`src/rtl/integration_pkg.sv`:
```
// Shared AHB integration definitions: slave address map, bus enums and
// the default-slave state type used by the decoder/mux.
package integration_pkg;

  localparam int slave_number = 4;

  localparam logic [31:0] slave_low_address  [slave_number] = '{32'd0,  32'd32, 32'd64, 32'd96};
  localparam logic [31:0] slave_high_address [slave_number] = '{32'd31, 32'd63, 32'd95, 32'd126};

  typedef enum logic [1:0] {
    IDLE   = 2'b00,
    BUSY   = 2'b01,
    NONSEQ = 2'b10,
    SEQ    = 2'b11
  } transfer_t;

  typedef enum logic [1:0] {
    OKAY  = 2'b00,
    ERROR = 2'b01,
    RETRY = 2'b10,
    SPLIT = 2'b11
  } resp_t;

  localparam int DEFAULT_SLAVE = slave_number;

  typedef enum logic [1:0] {
    DS_IDLE = 2'b00,
    DS_ERR1 = 2'b01,
    DS_ERR2 = 2'b10
  } ds_state_t;

endpackage

```
`src/rtl/ahb_default_slave.sv`:
```
// Built-in default slave: answers unmapped active transfers with the
// two-cycle AHB ERROR response, and a zero-wait OKAY otherwise.
module ahb_default_slave
  import integration_pkg::*;
(
  input  logic  clk,
  input  logic  rst,
  input  logic  unmapped,
  input  logic  trans_active,
  input  logic  hready,
  output logic  ready,
  output resp_t resp
);

  ds_state_t state;
  logic      err_start;

  assign err_start = hready && unmapped && trans_active;

  always_ff @(posedge clk or posedge rst) begin
    if (rst) begin
      state <= DS_IDLE;
      ready <= 1'b1;
      resp  <= OKAY;
    end else begin
      case (state)
        DS_IDLE: begin
          if (err_start) begin
            state <= DS_ERR1;
            ready <= 1'b0;
            resp  <= ERROR;
          end
        end
        DS_ERR1: begin
          state <= DS_ERR2;
          ready <= 1'b1;
          resp  <= ERROR;
        end
        default: begin
          // ERR2 completes the error; a new unmapped access restarts it directly.
          if (err_start) begin
            state <= DS_ERR1;
            ready <= 1'b0;
            resp  <= ERROR;
          end else begin
            state <= DS_IDLE;
            ready <= 1'b1;
            resp  <= OKAY;
          end
        end
      endcase
    end
  end

endmodule

```
`src/rtl/ahb_decoder_mux.sv`:
```
// AHB slave-side decoder and response multiplexer: decodes HADDR to a
// one-hot HSEL, tracks the data-phase slave and muxes its response back.
module ahb_decoder_mux
  import integration_pkg::*;
#(
  parameter int SLAVE_NUMBER = slave_number,
  parameter int ADDR_W       = 32,
  parameter int DATA_W       = 32
) (
  input  logic                         HCLK,
  input  logic                         HRESET,
  input  logic [ADDR_W-1:0]            haddr_i,
  input  logic [1:0]                   htrans_i,
  output logic [SLAVE_NUMBER-1:0]      hsel_o,
  input  logic [SLAVE_NUMBER-1:0]      hreadyout_s_i,
  input  logic [2*SLAVE_NUMBER-1:0]    hresp_s_i,
  input  logic [DATA_W*SLAVE_NUMBER-1:0] hrdata_s_i,
  output logic                         hready_o,
  output logic [1:0]                   hresp_o,
  output logic [DATA_W-1:0]            hrdata_o
);

  localparam int                SEL_W        = $clog2(SLAVE_NUMBER + 1);
  localparam logic [SEL_W-1:0]  DSEL_DEFAULT = SEL_W'(SLAVE_NUMBER);

  logic [SEL_W-1:0] dec_idx;
  logic [SEL_W-1:0] dsel;
  logic             dactive;
  logic             unmapped;
  logic             ds_ready;
  resp_t            ds_resp;
  logic [ADDR_W:0]  lo_diff;
  logic [ADDR_W:0]  hi_diff;

  // Address phase: range match via borrow bits; descending scan lets the lowest index win.
  always_comb begin
    hsel_o  = '0;
    dec_idx = DSEL_DEFAULT;
    lo_diff = '0;
    hi_diff = '0;
    for (int i = SLAVE_NUMBER - 1; i >= 0; i--) begin
      lo_diff = {1'b0, haddr_i} - {1'b0, ADDR_W'(slave_low_address[i])};
      hi_diff = {1'b0, ADDR_W'(slave_high_address[i])} - {1'b0, haddr_i};
      if (!lo_diff[ADDR_W] && !hi_diff[ADDR_W]) begin
        hsel_o    = '0;
        hsel_o[i] = 1'b1;
        dec_idx   = SEL_W'(i);
      end
    end
  end

  assign unmapped = (dec_idx == DSEL_DEFAULT);

  // Data phase: selection advances only when the bus accepts the address phase.
  always_ff @(posedge HCLK or posedge HRESET) begin
    if (HRESET) begin
      dsel    <= DSEL_DEFAULT;
      dactive <= 1'b0;
    end else if (hready_o) begin
      dsel    <= dec_idx;
      dactive <= htrans_i[1];
    end
  end

  ahb_default_slave u_ds (
    .clk          (HCLK),
    .rst          (HRESET),
    .unmapped     (unmapped),
    .trans_active (htrans_i[1]),
    .hready       (hready_o),
    .ready        (ds_ready),
    .resp         (ds_resp)
  );

  always_comb begin
    hready_o = ds_ready;
    hresp_o  = ds_resp;
    hrdata_o = '0;
    for (int i = 0; i < SLAVE_NUMBER; i++) begin
      if (dsel == SEL_W'(i)) begin
        hready_o = hreadyout_s_i[i];
        hresp_o  = hresp_s_i[2*i +: 2];
        hrdata_o = hrdata_s_i[DATA_W*i +: DATA_W];
      end
    end
  end

  // dactive is kept for data-phase observers; the mux itself does not need it.
  logic unused_ok;
  assign unused_ok = ^{dactive, htrans_i[0]};

endmodule

```
`config.mk`:
```
export PLATFORM = sky130hd
export DESIGN_NAME = ahb_decoder_mux
export DESIGN_NICKNAME = d
export VERILOG_FILES = /design/src/rtl/integration_pkg.sv /design/src/rtl/ahb_default_slave.sv /design/src/rtl/ahb_decoder_mux.sv
export SDC_FILE = /design/constraint.sdc
export NUM_CORES = 1
export LEC_CHECK = 0
export ABC_AREA = 1
export CORE_AREA = 2 2 84 86
export DETAILED_ROUTE_END_ITERATION = 12
export DIE_AREA = 0 0 86 88
export PLACE_DENSITY = 0.86
export SLEW_MARGIN = 25
export SYNTH_ARGS = -nofsm -noshare
export SYNTH_HDL_FRONTEND = slang
export SYNTH_SLANG_ARGS = --single-unit
```
`constraint.sdc`:
```
create_clock -name HCLK -period 3.3 [get_ports HCLK]
set_clock_uncertainty 0.2 [all_clocks]
set_input_delay 0.99 -clock HCLK [delete_from_list [all_inputs] [get_ports HCLK]]
set_output_delay 0.99 -clock HCLK [all_outputs]
set_load 0.1 [all_outputs]
```
Word level (Yosys, flattened, before mapping). Cells that the tools add are included.

$add $sub $neg: 7. Equality and inequality tests: 6. Multiplexer cells: 27. Reduce and logical (&&, ||, !) cells: 13.

Operator list (number): $mux W32 (4); $sub A32 B7 Y33 const B (2); $sub A7 B32 Y33 const A (2); $sub A32 B6 Y33 const B (1); $sub A5 B32 Y33 const A (1); $sub A6 B32 Y33 const A (1); $mux W4 (4); $mux W3 (4); $mux W2 (5); $pmux W2 S2 (2); $mux W1 (7); $eq A3 B2 Y1 const B (2); $logic_not A1 Y1 (6); $logic_and A1 B1 Y1 (5); $eq A3 B1 Y1 const B (1); $eq A3 B3 Y1 const B (1); $logic_not A3 Y1 (1); $eq A2 B1 Y1 const B (1); $logic_not A2 Y1 (1); $ne A2 B1 Y1 const B (1); $pmux W1 S2 (1).

Register bits after elaboration: 8. Bits of input ports: 176. Output and inout bits: 39. Word-level logic and storage cells: 57.

Longest topological paths before layout.
Depth after elaboration: 12. Mapped depth: 12. Mapped depth without buffers: 11.

Modules after synthesis. Synthesis repeated with hierarchy kept, for this count alone.

Cell total of the unflattened synthesis: 322. Area, all modules: 1677.9 µm².

Modules (own cells, without submodules): ahb_decoder_mux (times used 1, cells each 307, area each 1520.2 µm², sequential area each 76.3 µm²); ahb_default_slave (times used 1, cells each 15, area each 157.7 µm², sequential area each 101.3 µm²).

Least setup slack after synthesis. OpenSTA, ideal clock, no wires.

Path kind: input port to output port. Start: input haddr_i[25]. End: output hsel_o[0]. Arrival: 3.455 ns. Required time: 2.110 ns. Path slack: -1.345 ns. Stages: 5. Buffers on the path: 0. Cells stage by stage: nor2_1 nand4_1 nor2_1 nand2_1 nor3_1.

Word-level cells in the longest chain between the ends: 6. Elaborated cells on any way between the ends: 14. Those cells by class: add/sub: 5; mux: 3; reduce/logical: 6.

Ends and longest elaborated chain: from (decl) (line ahb_decoder_mux.sv:12) `input logic [ADDR_W-1:0] haddr_i,`; $sub A32 B7 Y33 or $sub A7 B32 Y33 (tied branches) (line ahb_decoder_mux.sv:42, ahb_decoder_mux.sv:43); $logic_not A1 Y1 (line ahb_decoder_mux.sv:44) `if (!lo_diff[ADDR_W] && !hi_diff[ADDR_W]) begin`; $logic_and A1 B1 Y1 (line ahb_decoder_mux.sv:44); $mux W4 (2 in a row) (line ahb_decoder_mux.sv:44); $mux W4 * (line ahb_decoder_mux.sv:44); to (decl) (line ahb_decoder_mux.sv:14) `output logic [SLAVE_NUMBER-1:0] hsel_o,`.

Mark *: on every way between the ends. The rest lies on a longest branch, timed or not.

Final worst setup path.
Start: input hresp_s_i[2]. End: output hresp_o[0].

Word-level cells in the longest chain between the ends: 3.

Ends and longest elaborated chain: from (decl) (line ahb_decoder_mux.sv:16) `input logic [2*SLAVE_NUMBER-1:0] hresp_s_i,`; $mux W2 (3 in a row) (line ahb_decoder_mux.sv:80) `if (dsel == SEL_W'(i)) begin`; to (decl) (line ahb_decoder_mux.sv:19) `output logic [1:0] hresp_o,`.

Every way passes these cells.

==> results.md <==
- Cell variety after synth: 25
- Kind of cell adding the most delay to the critical path: buffers and inverters
- Syn nets: 471
- Place WS: -0.320 ns
- Mux contribution to synthesized area: 0%
- Post-route DRC: 0
- Starting density of the core: 23.7%
- Hold Crit Class: reg -> reg
- Seq cells post-synth: 7
- CTS H-tree lvls: 1
- Port Buffers: 213
- Max Clk Rate: 306 MHz
- Final wirelength: 9370 um
- Post-Syn Area per Cell: 5.33 sq um
- Seq/Total Area, Yosys: 11.3%
- Complex-gate fraction of the synthesized area: 22.0%
- Antenna Cells: 0
- Clock root buffer: clkbuf_8
- Crit path largest cell delay: 0.40 ns
- WP buf/inv: 2
- Leakage: 2.04 nW
- Total power: 0.00403 W
- Clk sinks: 7
- PwrDens: 906 nW/um^2
- Final setup fails: 0
- Pin count of the biggest net entering global routing: 41
- Sw Share: 61.8%
- Yosys warning count: 0
- Grt total ovfl: 0
- Switching pwr: 0.00249 W
- Clock transition at path regs: 0.04 ns
- Via Count: 2899
- Initial antenna violation count: 0
- Max-cap violation count: 0
- Crit path time final: 3.27 ns
- Crit. End Element: output port
- Final slew viol count: 0
- Int Power: 0.00154 W
- Synth Area in Adders: 0%
- Crit-path slowest cell: clkdlybuf4s50_1
- Final Cycle Share: 99.2%
- DR pass1 iterations: 4
- Top Ports: 215
- GRT Overall Usage: 23.1%
- Vias in the first global route: 2961
- Synth-to-layout area growth: 183%
- DIE WIDTH: 86 um
- Most used routing layer: met2
- RSZ-0062 raised after global routing: true
- GPL Wtd Cong: 0.853
- Crit Path Max Fanout: 1
- Reg power frac: 4.3%
- Clock power frac: 3.0%
- DRT iter0 DRCs: 86
- Share of layout cells above drive strength 1: 24.2%
- Clk buf depth: 2
- VDD IR max: 517 uV
- Post-DP HPWL: 7450 um
- Cells after Synth: 295
- Nets@finish: 690
- Slew HR: 33.6%
- Synth Area in Simple Gates: 47.1%
- Antenna viol nets, final: 0
- Skew-Pair Late Insertion Delay: 0.23 ns
- TritonCTS clock tree: built
- Routed len/inst: 15.8 um
- Main combinational cell family by area after synthesis: simple AND/OR/NAND/NOR gates
- Final WS setup: 0.0275 ns
- Routing usage on met3: 4.24%
- Cell Area, Synth: 1570 sq um
- Status: completed
- Row Count: 30
- Grt met2 use: 44.5%
- CTS buffer count: 3
- First-pass GRT wire length: 13900 um
- Vias/cell: 4.89
- Fin. Hold Viols: 0
- WP data arrival: 2.08 ns
- Critical Path Source Type: input pin
- Crit path required time: 2.11 ns
- Kind of critical path: in -> out
- Comb pwr share: 92.6%
- Worst-path cell chain: clkdlybuf4s50_1 > or2_4 > a21oi_2 > o21ai_2 > buf_12
- EDFF count, synth: 0
- Die Y: 88 um
- Met1 Use GR: 24.6%
- Worst-margin pin slew: 0.991 ns
- Ys async rst share: 100%
- Core area: 6640 sq um
- Post-Synth XOR/XNOR Area: 0%
- Die footprint: 7570 sq um
- Fill cells: 540
- Most used DFF post-synth: dfrtp_1
==> cell usage after synthesis, types with 2 or more instances <==
cell | instances | area, sq um
nand2_1 | 93 | 349
inv_1 | 56 | 210
nand3_1 | 41 | 205
o2111ai_1 | 33 | 289
nor2_1 | 21 | 78.8
buf_2 | 7 | 35.0
buf_1 | 6 | 22.5
dfrtp_1 | 5 | 125
inv_2 | 4 | 15.0
o21ai_0 | 4 | 20.0
a21oi_1 | 3 | 15.0
clkbuf_1 | 3 | 11.3
nand4_1 | 3 | 18.8
buf_4 | 2 | 15.0
dfstp_2 | 2 | 52.6
nor3_1 | 2 | 10.0
nor3_4 | 2 | 32.5
==> cell type report <==
| class | count | area [sq um] | share of cell area [%] |
|---|---|---|---|
| clock inverter | 1 | 5.00 | 0.112 |
| sequential | 7 | 178 | 3.99 |
| tap | 80 | 100 | 2.25 |
| clock buffer | 3 | 41.3 | 0.927 |
| timing repair buffer | 231 | 2620 | 58.9 |
| multi-input combinational | 211 | 1280 | 28.7 |
| inverter | 60 | 229 | 5.14 |
==> cell families (layout without fill, tap and decap cells) <==
family,Yosys count,in the layout
buf+inv,78,295
flops,7,7
compound gates,43,43
simple gates,167,168
==> flip-flops by register name, summed over array words and instances, names as in the netlist <==
signal      cells
dsel            3
u_ds.resp       1
u_ds.ready      1
u_ds.state      2
==> power by group through the flow <==
stage               logic, W  registers [W]  clock network, W
global placement     0.00367       0.000165                 0
floorplan            0.00231       0.000143                 0
CTS                  0.00374       0.000176          0.000125
finish               0.00373       0.000175          0.000122
detailed placement   0.00371       0.000169                 0
global route         0.00387       0.000181          0.000133
==> layer usage <==
layer / up-vias / wire length (um)
li1: 1413 / -
met1: 1324 / 3400
met2: 141 / 5050
met3: 21 / 679
met4: 0 / 245
met5: - / 0
==> worst register-to-register path, cell delays in order (launching register included) <==
cell and delay, ns:
dfstp_2 0.67, inv_2 0.07, nand3_2 0.09, buf_4 0.26, nor2_1 0.09, nor2_1 0.10
nand2_1 0.07, nand2_2 0.08, nand2_4 0.07, buf_4 0.16, inv_2 0.05, nand2_1 0.04
nand2_1 0.06, inv_1 0.04
==> worst paths after layout <==
check                      depth (start not counted)    startpoint  slack (ns)            end
hold reg to reg                                    2  u_ds.resp[0]        0.32   u_ds.resp[0]
hold / removal                                     2  u_ds.resp[0]        0.32   u_ds.resp[0]
setup reg to reg                                  13       dsel[2]        1.14        dsel[1]
setup / recovery                                   5  hresp_s_i[2]        0.03     hresp_o[0]
max in group asynchronous                          2        HRESET        1.83     u_ds.ready
min in group asynchronous                          2        HRESET        0.81  u_ds.state[0]
==> cell usage in the layout (no fill, tap or decap) <==
master and count:
o21ai_1 1, clkinvlp_4 1, o2111ai_2 19, nand2_1 89
nand2_2 3, a211oi_1 1, dlymetal6s2s_1 5, inv_2 8
nand4_1 3, clkbuf_2 12, inv_1 51, buf_12 41
nor3_4 4, buf_4 16, buf_2 2, a21oi_2 1
or2_4 1, and2_1 1, nor2_1 19, nor3_2 1
clkbuf_8 3, nand2_4 2, nor2_4 1, a41oi_2 1
dfrtp_1 5, nor2_2 2, clkdlybuf4s15_1 8, o21ai_2 1
clkinv_2 1, dfstp_2 2, dlygate4sd2_1 4, clkdlybuf4s50_1 143
o21ai_0 3, nand3_1 40, o2111ai_1 14, a21oi_1 2
nand3_2 2
==> per-stage QoR <==
stage	cell area (sq um)	util [%]	cells	TNS, ns	hold slack, ns
4_1_cts	4470	67.3	592	-0.0590	0.319
6_report	4450	67.0	593	0	0.318
2_1_floorplan	1720	-	295	-6.46	0.267
3_5_place_dp	4390	66.1	586	-1.07	0.306
3_3_place_gp	4390	66.1	586	-0.972	0.283
5_1_grt	4450	67.0	593	-0.0136	0.366
==> repair_timing <==
item,4_1_cts,5_1_grt
hold buffers,0,0
pin swaps,23,28
gates cloned,1,0
endpoints found under the setup margin,17,9
buffers inserted,1,1
resized for setup,58,27
Power figures use the tool's default switching activity.
